<file path="config.mk">
export PLATFORM = sky130hd
export DESIGN_NAME = channel_scan_seq
export DESIGN_NICKNAME = d
export VERILOG_FILES = /design/src/rtl/channel_scan_seq.sv
export SDC_FILE = /design/constraint.sdc
export NUM_CORES = 1
export LEC_CHECK = 0
export ABC_AREA = 1
export ABC_CLOCK_PERIOD_IN_PS = 2300
export BUFFER_PORTS_ARGS = -buffer_cell sky130_fd_sc_hd__clkbuf_2
export CORE_MARGIN = 3
export CORE_UTILIZATION = 25
export CTS_BUF_LIST = sky130_fd_sc_hd__clkbuf_2 sky130_fd_sc_hd__clkbuf_4 sky130_fd_sc_hd__clkbuf_8
export CTS_CLUSTER_SIZE = 12
export DETAILED_ROUTE_END_ITERATION = 10
export GPL_ROUTABILITY_DRIVEN = 0
export HOLD_SLACK_MARGIN = 0.15
export PLACE_DENSITY_LB_ADDON = 0.15
export SYNTH_ARGS = -nofsm -noshare
export SYNTH_HDL_FRONTEND = slang
export SYNTH_SLANG_ARGS = --single-unit
</file>
<file path="constraint.sdc">
create_clock -name clk -period 2.3 [get_ports clk]
set_clock_uncertainty 0.15 [all_clocks]
set_input_delay 0.46 -clock clk [delete_from_list [all_inputs] [get_ports clk]]
set_output_delay 0.46 -clock clk [all_outputs]
set_load 0.005 [all_outputs]
</file>
<file path="src/rtl/channel_scan_seq.sv">
// Scans the enabled channels of an 8-bit mask, dwelling a fixed number of cycles on each.
// Define SCAN_BLANK_EN to insert a one-cycle decoder-off gap between channel visits.
module channel_scan_seq #(
    parameter int DWELL_W = 8
) (
    input  logic               clk,
    input  logic               rst_n,
    input  logic               start,
    input  logic               stop,
    input  logic [7:0]         mask,
    input  logic [DWELL_W-1:0] dwell,
    input  logic               continuous,
    output logic [2:0]         sel,
    output logic               sel_en,
    output logic               busy,
    output logic               done
);

`ifdef SCAN_BLANK_EN
    typedef enum logic [1:0] {IDLE, DWELL, BLANK} state_t;
`else
    typedef enum logic [1:0] {IDLE, DWELL} state_t;
`endif

    state_t             state_q, state_d;
    logic [7:0]         mask_q, mask_d;
    logic [DWELL_W-1:0] dwell_q, dwell_d;
    logic               cont_q, cont_d;
    logic [DWELL_W-1:0] cnt_q, cnt_d;
    logic [2:0]         sel_q, sel_d;
    logic               sel_en_q, sel_en_d;
    logic               busy_q, busy_d;
    logic               done_q, done_d;

    // Returns {found, index} of the lowest set bit of m at or above lo (lo may be 8).
    function automatic logic [3:0] find_ch(input logic [7:0] m, input logic [3:0] lo);
        logic [3:0] r;
        r = 4'd0;
        for (int i = 7; i >= 0; i--) begin
            if (m[i] && (4'(i) >= lo)) r = {1'b1, 3'(i)};
        end
        return r;
    endfunction

    // Dwell of zero behaves as one cycle; the counter holds remaining cycles minus one.
    function automatic logic [DWELL_W-1:0] load_cnt(input logic [DWELL_W-1:0] d);
        return (d == '0) ? '0 : d - 1'b1;
    endfunction

    logic [3:0] first_in, next_q, wrap_q;
    assign first_in = find_ch(mask, 4'd0);
    assign next_q   = find_ch(mask_q, {1'b0, sel_q} + 4'd1);
    assign wrap_q   = find_ch(mask_q, 4'd0);

    always_comb begin
        state_d  = state_q;
        mask_d   = mask_q;
        dwell_d  = dwell_q;
        cont_d   = cont_q;
        cnt_d    = cnt_q;
        sel_d    = sel_q;
        sel_en_d = sel_en_q;
        busy_d   = busy_q;
        done_d   = 1'b0;
        case (state_q)
            IDLE: begin
                if (start && !stop) begin
                    mask_d  = mask;
                    dwell_d = dwell;
                    cont_d  = continuous;
                    if (first_in[3]) begin
                        state_d  = DWELL;
                        sel_d    = first_in[2:0];
                        sel_en_d = 1'b1;
                        busy_d   = 1'b1;
                        cnt_d    = load_cnt(dwell);
                    end else begin
                        done_d = 1'b1;
                    end
                end
            end
            DWELL: begin
                if (cnt_q != '0) begin
                    cnt_d = cnt_q - 1'b1;
                end else if (!next_q[3] && !cont_q) begin
                    state_d  = IDLE;
                    sel_en_d = 1'b0;
                    busy_d   = 1'b0;
                    done_d   = 1'b1;
                end else begin
                    done_d = !next_q[3];
                    sel_d  = next_q[3] ? next_q[2:0] : wrap_q[2:0];
`ifdef SCAN_BLANK_EN
                    state_d  = BLANK;
                    sel_en_d = 1'b0;
`else
                    cnt_d = load_cnt(dwell_q);
`endif
                end
            end
`ifdef SCAN_BLANK_EN
            BLANK: begin
                state_d  = DWELL;
                sel_en_d = 1'b1;
                cnt_d    = load_cnt(dwell_q);
            end
`endif
            default: begin
                state_d  = IDLE;
                sel_en_d = 1'b0;
                busy_d   = 1'b0;
            end
        endcase
        // Abort takes priority over everything, including a pending end-of-pass done.
        if (stop) begin
            state_d  = IDLE;
            sel_d    = sel_q;
            sel_en_d = 1'b0;
            busy_d   = 1'b0;
            done_d   = 1'b0;
        end
    end

    always_ff @(posedge clk or negedge rst_n) begin
        if (!rst_n) begin
            state_q  <= IDLE;
            mask_q   <= '0;
            dwell_q  <= '0;
            cont_q   <= 1'b0;
            cnt_q    <= '0;
            sel_q    <= '0;
            sel_en_q <= 1'b0;
            busy_q   <= 1'b0;
            done_q   <= 1'b0;
        end else begin
            state_q  <= state_d;
            mask_q   <= mask_d;
            dwell_q  <= dwell_d;
            cont_q   <= cont_d;
            cnt_q    <= cnt_d;
            sel_q    <= sel_d;
            sel_en_q <= sel_en_d;
            busy_q   <= busy_d;
            done_q   <= done_d;
        end
    end

    assign sel    = sel_q;
    assign sel_en = sel_en_q;
    assign busy   = busy_q;
    assign done   = done_q;

endmodule

</file>
==> results of run 1 <==
## how the worst max path moves through the flow
stage                     to    start  slack, ps  depth (start not counted)
CTS                 cnt_q[7]   sel[1]        160                         14
floorplan           cnt_q[7]   sel[1]        420                         11
global route        cnt_q[3]   sel[1]         20                         12
global placement      sel[0]  mask[3]        250                         11
detailed placement  cnt_q[6]   sel[1]        190                         12
finish              cnt_q[2]   sel[1]        220                         13
## layer usage
| layer | up-vias | routed length, um | global-route usage, % |
|---|---|---|---|
| met3 | 8 | 231 | 3.86 |
| met4 | 0 | 70 | 3.41 |
| li1 | 1061 | - | - |
| met2 | 34 | 2700 | 20.9 |
| met1 | 919 | 2700 | 16.1 |
| met5 | - | 0 | 0 |
## per-stage QoR
step	setup WS, ps	hold WS (ps)	std cells	utilization [%]
2_1_floorplan	424	14.4	310	-
3_3_place_gp	251	261	438	29.9
3_5_place_dp	189	266	438	29.9
4_1_cts	165	196	447	31.2
5_1_grt	15.0	198	447	31.3
6_report	220	209	447	31.3
## cell usage in the layout (no fill, tap or decap), types with 6 or more instances in the layout
cell	synthesis	final
clkbuf_8	0	6
nand2_1	99	99
nand3_1	12	12
o21ai_0	22	22
nor3_1	6	6
nand4_1	9	9
xnor2_1	6	6
nor2_1	35	35
dfrtp_1	30	29
inv_1	38	38
clkbuf_2	0	26
xor2_1	8	8
a21oi_1	6	6
## worst register-to-register path: cells and delay by family, from the launching register on
kind,cells,cell delay [ps]
buffers and inverters,1,90
and+or+nand+nor,11,1030
adders and majority gates,1,240
DFF,1,460
## cell type report
class | count | area, um2 | share of cell area [%]
sequential | 30 | 752 | 30.2
clock buffer | 7 | 90.1 | 3.61
clock inverter | 1 | 5.00 | 0.201
multi-input combinational | 234 | 1190 | 47.6
tap | 102 | 128 | 5.12
inverter | 41 | 154 | 6.17
timing repair buffer | 32 | 178 | 7.12
## state kept, by name, summed over array words and instances (netlist names)
name     count
cont_q       1
busy         1
cnt_q        8
sel          3
mask_q       8
dwell_q      8
done         1
## timing repair
item	4_1_cts	5_1_grt
endpoints found under the setup margin	0	8
gates resized for setup	0	2
hold buffers	1	0
buffers inserted	0	0
hold endpoints to repair	14	0
## cells by family after synthesis
logic type	count (synthesis)	synth area share (%)
XOR/XNOR	14	5.81
adder cells (fa/ha/maj)	5	2.97
buffers and inverters	46	8.36
AND/OR/NAND/NOR	173	35.2
AO/OA/AOI/OAI	42	12.1
flip-flops	30	35.6
## power groups by stage
| stage | combinational [W] | sequential [W] | clock, W |
|---|---|---|---|
| floorplan | 0.000464 | 0.000711 | 0 |
| global placement | 0.000638 | 0.000737 | 0 |
| detailed placement | 0.000632 | 0.000736 | 0 |
| CTS | 0.000639 | 0.000728 | 0.000485 |
| global route | 0.000726 | 0.000746 | 0.000521 |
| finish | 0.000626 | 0.000728 | 0.000472 |
==> results.json, run 1 <==
{
  "initialDrtViolationCount": 64,
  "power_density_nw_per_um2": 732,
  "via_count": 2022,
  "cp_top_family": "simple AND/OR/NAND/NOR gates",
  "antenna_found_initial": 0,
  "port-buffer-count": 26,
  "dp_hpwl_um": 4640,
  "slew_headroom_pct": 70.0,
  "synth_top_flop_cell": "dfrtp_1",
  "power_frac_seq_pct": 39.9,
  "ys_seq_elements": 30,
  "die-area_um2": 9580,
  "maxCapViolations": 0,
  "start_kind": "flip-flop",
  "yosysMostFrequentCell": "nand2_1",
  "place_area_um2": 2380,
  "ys_async_sr_fraction_pct": 100,
  "core_um2": 7970,
  "grt_pass1_vias": 2003,
  "finalSetupViolations": 0,
  "first_pass_iters": 4,
  "critPathMaxStageDelay_ps": 460,
  "whs_path_depth": 2,
  "final_cell_area_um2": 2490,
  "hp-class": "input port to flip-flop",
  "final.period_utilization_pct": 90.4,
  "ys_seq_area_share_pct": 35.6,
  "insertion_delay_ps": 290,
  "syn_avg_cell_area_um2": 6.80,
  "hold_start": "stop",
  "cts_buffer_depth": 2,
  "leakagePower_nw": 1.27,
  "synth_common_cells": "nand2_1 (99), inv_1 (38), nor2_1 (35)",
  "diodes": 0,
  "clockRootBuffer": "clkbuf_8",
  "synth_cell_types": 27,
  "syn-instance-count": 310,
  "p_comb_share_pct": 34.3,
  "drc": 0,
  "path_buf_inv": 1,
  "core.rowCount": 32,
  "yosysTopAreaCell": "dfrtp_1",
  "reg2reg_depth": 13,
  "ys.warnings.count": 0,
  "grt_pass1_wl_um": 9730,
  "worstMarginPinSlew_ps": 448,
  "track_usage_pct": 12.7,
  "worst_setup_path_end_kind": "flip-flop",
  "die_x_um": 97.9,
  "cp_common_cell": "nand2_1",
  "h-tree-depth": 2,
  "cts_tree": "yes",
  "fillers": 884,
  "grt_max_degree": 21,
  "synthTopCellsByArea": "dfrtp_1 (36%), nand2_1 (18%), inv_1 (6.8%)",
  "crit_arrival_ps": 2110,
  "ioPinCount": 27,
  "drt_wl_total_um": 5710,
  "clkTransAtPathRegs_ps": 70,
  "crit_path_top_delay_cell": "dfrtp_2",
  "cp.required_ps": 2330,
  "die_h_um": 97.9,
  "path_class": "flip-flop to flip-flop",
  "fmax_ghz": 0.481,
  "ant_nets": 0,
  "status": "complete, no violations",
  "cts_sinks": 30,
  "hold_end": "done",
  "area_growth_pct": 18.2,
  "crit_fanout": 8,
  "wire_per_inst_um": 12.8,
  "cp_cell_sequence": "ha_1 > nand2_1 > nand2_1 > nand3_2 > nand2_2 > nor2_1 > inv_1 > nor2_4 > nand2_2 > nor2_2 > nor2_4 > nand2_1 > nand2_1",
  "start_util_pct": 26.5,
  "r2r_setup_slack_ps": 220,
  "r2r_start": "sel[1]",
  "hold_viol": 0,
  "slew_violations": 0,
  "synth_top_area_share_pct": 35.6,
  "finalSetupTns_ps": 0,
  "synth_edf_count": 0,
  "rsz0062_at_grt": "false",
  "reg2reg_to": "cnt_q[2]",
  "p_sw_share_pct": 38.8,
  "ir_drop_uv": 251,
  "layout.nets": 370,
  "numCtsBuffers": 5,
  "p_total_w": 0.00183,
  "p_int_w": 0.00112,
  "min_period_ps": 2080,
  "power_frac_clock_pct": 25.8,
  "layout-drive-gt1-share_pct": 16.5,
  "via_per_inst": 4.52,
  "synth_fp_nets": 336,
  "synthesis.area_um2": 2110,
  "grt_overflow": 0,
  "power.switching_w": 0.000708
}
Note: power is estimated with default switching activity, not from simulation.
==> inputs of run 2 (changes only) <==
--- a/config.mk
+++ b/config.mk
@@ -8,6 +8,7 @@
 export ABC_AREA = 1
 export ABC_CLOCK_PERIOD_IN_PS = 2300
 export BUFFER_PORTS_ARGS = -buffer_cell sky130_fd_sc_hd__clkbuf_2
+export CORE_ASPECT_RATIO = 1.2
 export CORE_MARGIN = 3
 export CORE_UTILIZATION = 25
 export CTS_BUF_LIST = sky130_fd_sc_hd__clkbuf_2 sky130_fd_sc_hd__clkbuf_4 sky130_fd_sc_hd__clkbuf_8
==> results.json, run 2 (synthesized netlist as in run 1, its figures left out) <==
{
  "worstMarginPinSlew_ps": 825,
  "r2r_start": "sel[1]",
  "drt_wl_total_um": 5850,
  "slew_headroom_pct": 45.0,
  "layout_commonest_cell": "nand2_1",
  "layout-drive-gt1-share_pct": 16.5,
  "reg2reg_depth": 13,
  "start_kind": "flip-flop",
  "final_cell_mix": "nand2_1 (99), inv_1 (38), nor2_1 (35), dfrtp_1 (29), clkbuf_2 (26)",
  "place_area_um2": 2400,
  "leakagePower_nw": 1.27,
  "wire_per_inst_um": 12.7,
  "reg2reg_to": "cnt_q[4]",
  "die_h_um": 107,
  "crit_fanout": 8,
  "initialDrtViolationCount": 76,
  "via_count": 2046,
  "ioPinCount": 27,
  "port-buffer-count": 26,
  "cts_buffer_depth": 2,
  "grt_overflow": 0,
  "crit_arrival_ps": 2090,
  "ant_nets": 0,
  "grt_pass1_wl_um": 9600,
  "whs_path_depth": 2,
  "rsz0062_at_grt": "false",
  "worst_setup_path_end_kind": "flip-flop",
  "hp-class": "input port to flip-flop",
  "drc": 0,
  "die-area_um2": 9580,
  "die_x_um": 89.9,
  "r2r_setup_slack_ps": 240,
  "area_growth_pct": 19.6,
  "maxCapViolations": 0,
  "h-tree-depth": 2,
  "layout.nets": 370,
  "first_pass_iters": 4,
  "slew_violations": 0,
  "grt_max_degree": 31,
  "path_class": "flip-flop to flip-flop",
  "ir_drop_uv": 230,
  "track_usage_pct": 12.7,
  "status": "complete, no violations",
  "via_per_inst": 4.46,
  "core_um2": 8150,
  "core.rowCount": 36,
  "start_util_pct": 25.9,
  "insertion_delay_ps": 280,
  "final_cell_area_um2": 2520,
  "power_density_nw_per_um2": 744,
  "cp.required_ps": 2330,
  "dp_hpwl_um": 4650,
  "final.period_utilization_pct": 89.7,
  "hold_end": "done",
  "setup_ws_ps": 236,
  "hold_start": "stop",
  "cts_tree": "yes",
  "grt_pass1_vias": 2076,
  "dp_slack_ps": 184,
  "utilization_pct": 31.0,
  "finalSetupTns_ps": 0,
  "hold_viol": 0,
  "antenna_found_initial": 0,
  "finalSetupViolations": 0,
  "cts_sinks": 30,
  "clkTransAtPathRegs_ps": 70,
  "diodes": 0,
  "fmax_ghz": 0.485,
  "clockRootBuffer": "clkbuf_8",
  "numCtsBuffers": 5,
  "min_period_ps": 2060,
  "reg_top3": "cnt_q (8), dwell_q (8), mask_q (8)"
}
## run 2: cell count changes in the layout (fill, tap and decap cells not counted), sizes merged
| cell | previous run | this run |
|---|---|---|
| clkinv | 1 | 0 |
| clkbuf | 33 | 34 |
## run 2: per-layer routing
layer	GRT usage, %	share of wire, %	up-vias
met5	0	0	-
met4	4.27	1.2	0
met3	2.67	3.1	6
met2	24.0	52	30
met1	14.1	44	953
li1	-	-	1057
## run 2: layout make-up
class | instances | area (um2)
timing repair buffer | 32 | 178
multi-input combinational | 234 | 1190
inverter | 41 | 154
fill | 905 | 5630
clock buffer | 8 | 110
sequential | 30 | 752
tap | 114 | 143
## run 2: worst max path at each step
| stage | startpoint | to | slack [ps] | cells past startpoint |
|---|---|---|---|---|
| floorplan | sel[1] | cnt_q[7] | 420 | 11 |
| global placement | sel[1] | cnt_q[0] | 200 | 13 |
| detailed placement | sel[1] | cnt_q[4] | 180 | 12 |
| CTS | sel[1] | cnt_q[4] | 180 | 12 |
| global route | sel[1] | cnt_q[1] | 9 | 14 |
| finish | sel[1] | cnt_q[4] | 240 | 13 |
## run 2: through the flow
stage / hold slack [ps] / power, W / instances
2_1_floorplan: 14.4 / 0.00117 / 310
3_5_place_dp: 323 / 0.00138 / 450
6_report: 230 / 0.00188 / 459
3_3_place_gp: 325 / 0.00138 / 450
4_1_cts: 223 / 0.00190 / 459
5_1_grt: 238 / 0.00205 / 459
## run 2: worst max-delay path, cell delays in order (launching register included)
cell	delay, ps
dfrtp_2	450
ha_1	230
nand2_1	90
nand2_1	90
nand3_2	80
nand2_2	70
nor2_1	130
inv_1	90
nor2_4	120
nand2_2	90
nor2_2	180
nor2_4	90
nand2_1	60
nand2_1	50
## run 2: what timing repair did
action	CTS	global route
gates resized for setup	0	2
setup buffers	0	0
endpoints found under the setup margin	0	8
hold buffers	1	0
hold endpoints to repair	13	0
## run 2: report_power, final
| part | leakage [nW] | switching [W] | total, W | internal, W |
|---|---|---|---|---|
| Sequential | 0.373 | 0.000114 | 0.000736 | 0.000621 |
| Combinational | 0.843 | 0.000384 | 0.000629 | 0.000245 |
| Clock | 0.0575 | 0.000212 | 0.000514 | 0.000302 |
| Total | 1.27 | 0.000710 | 0.00188 | 0.00117 |
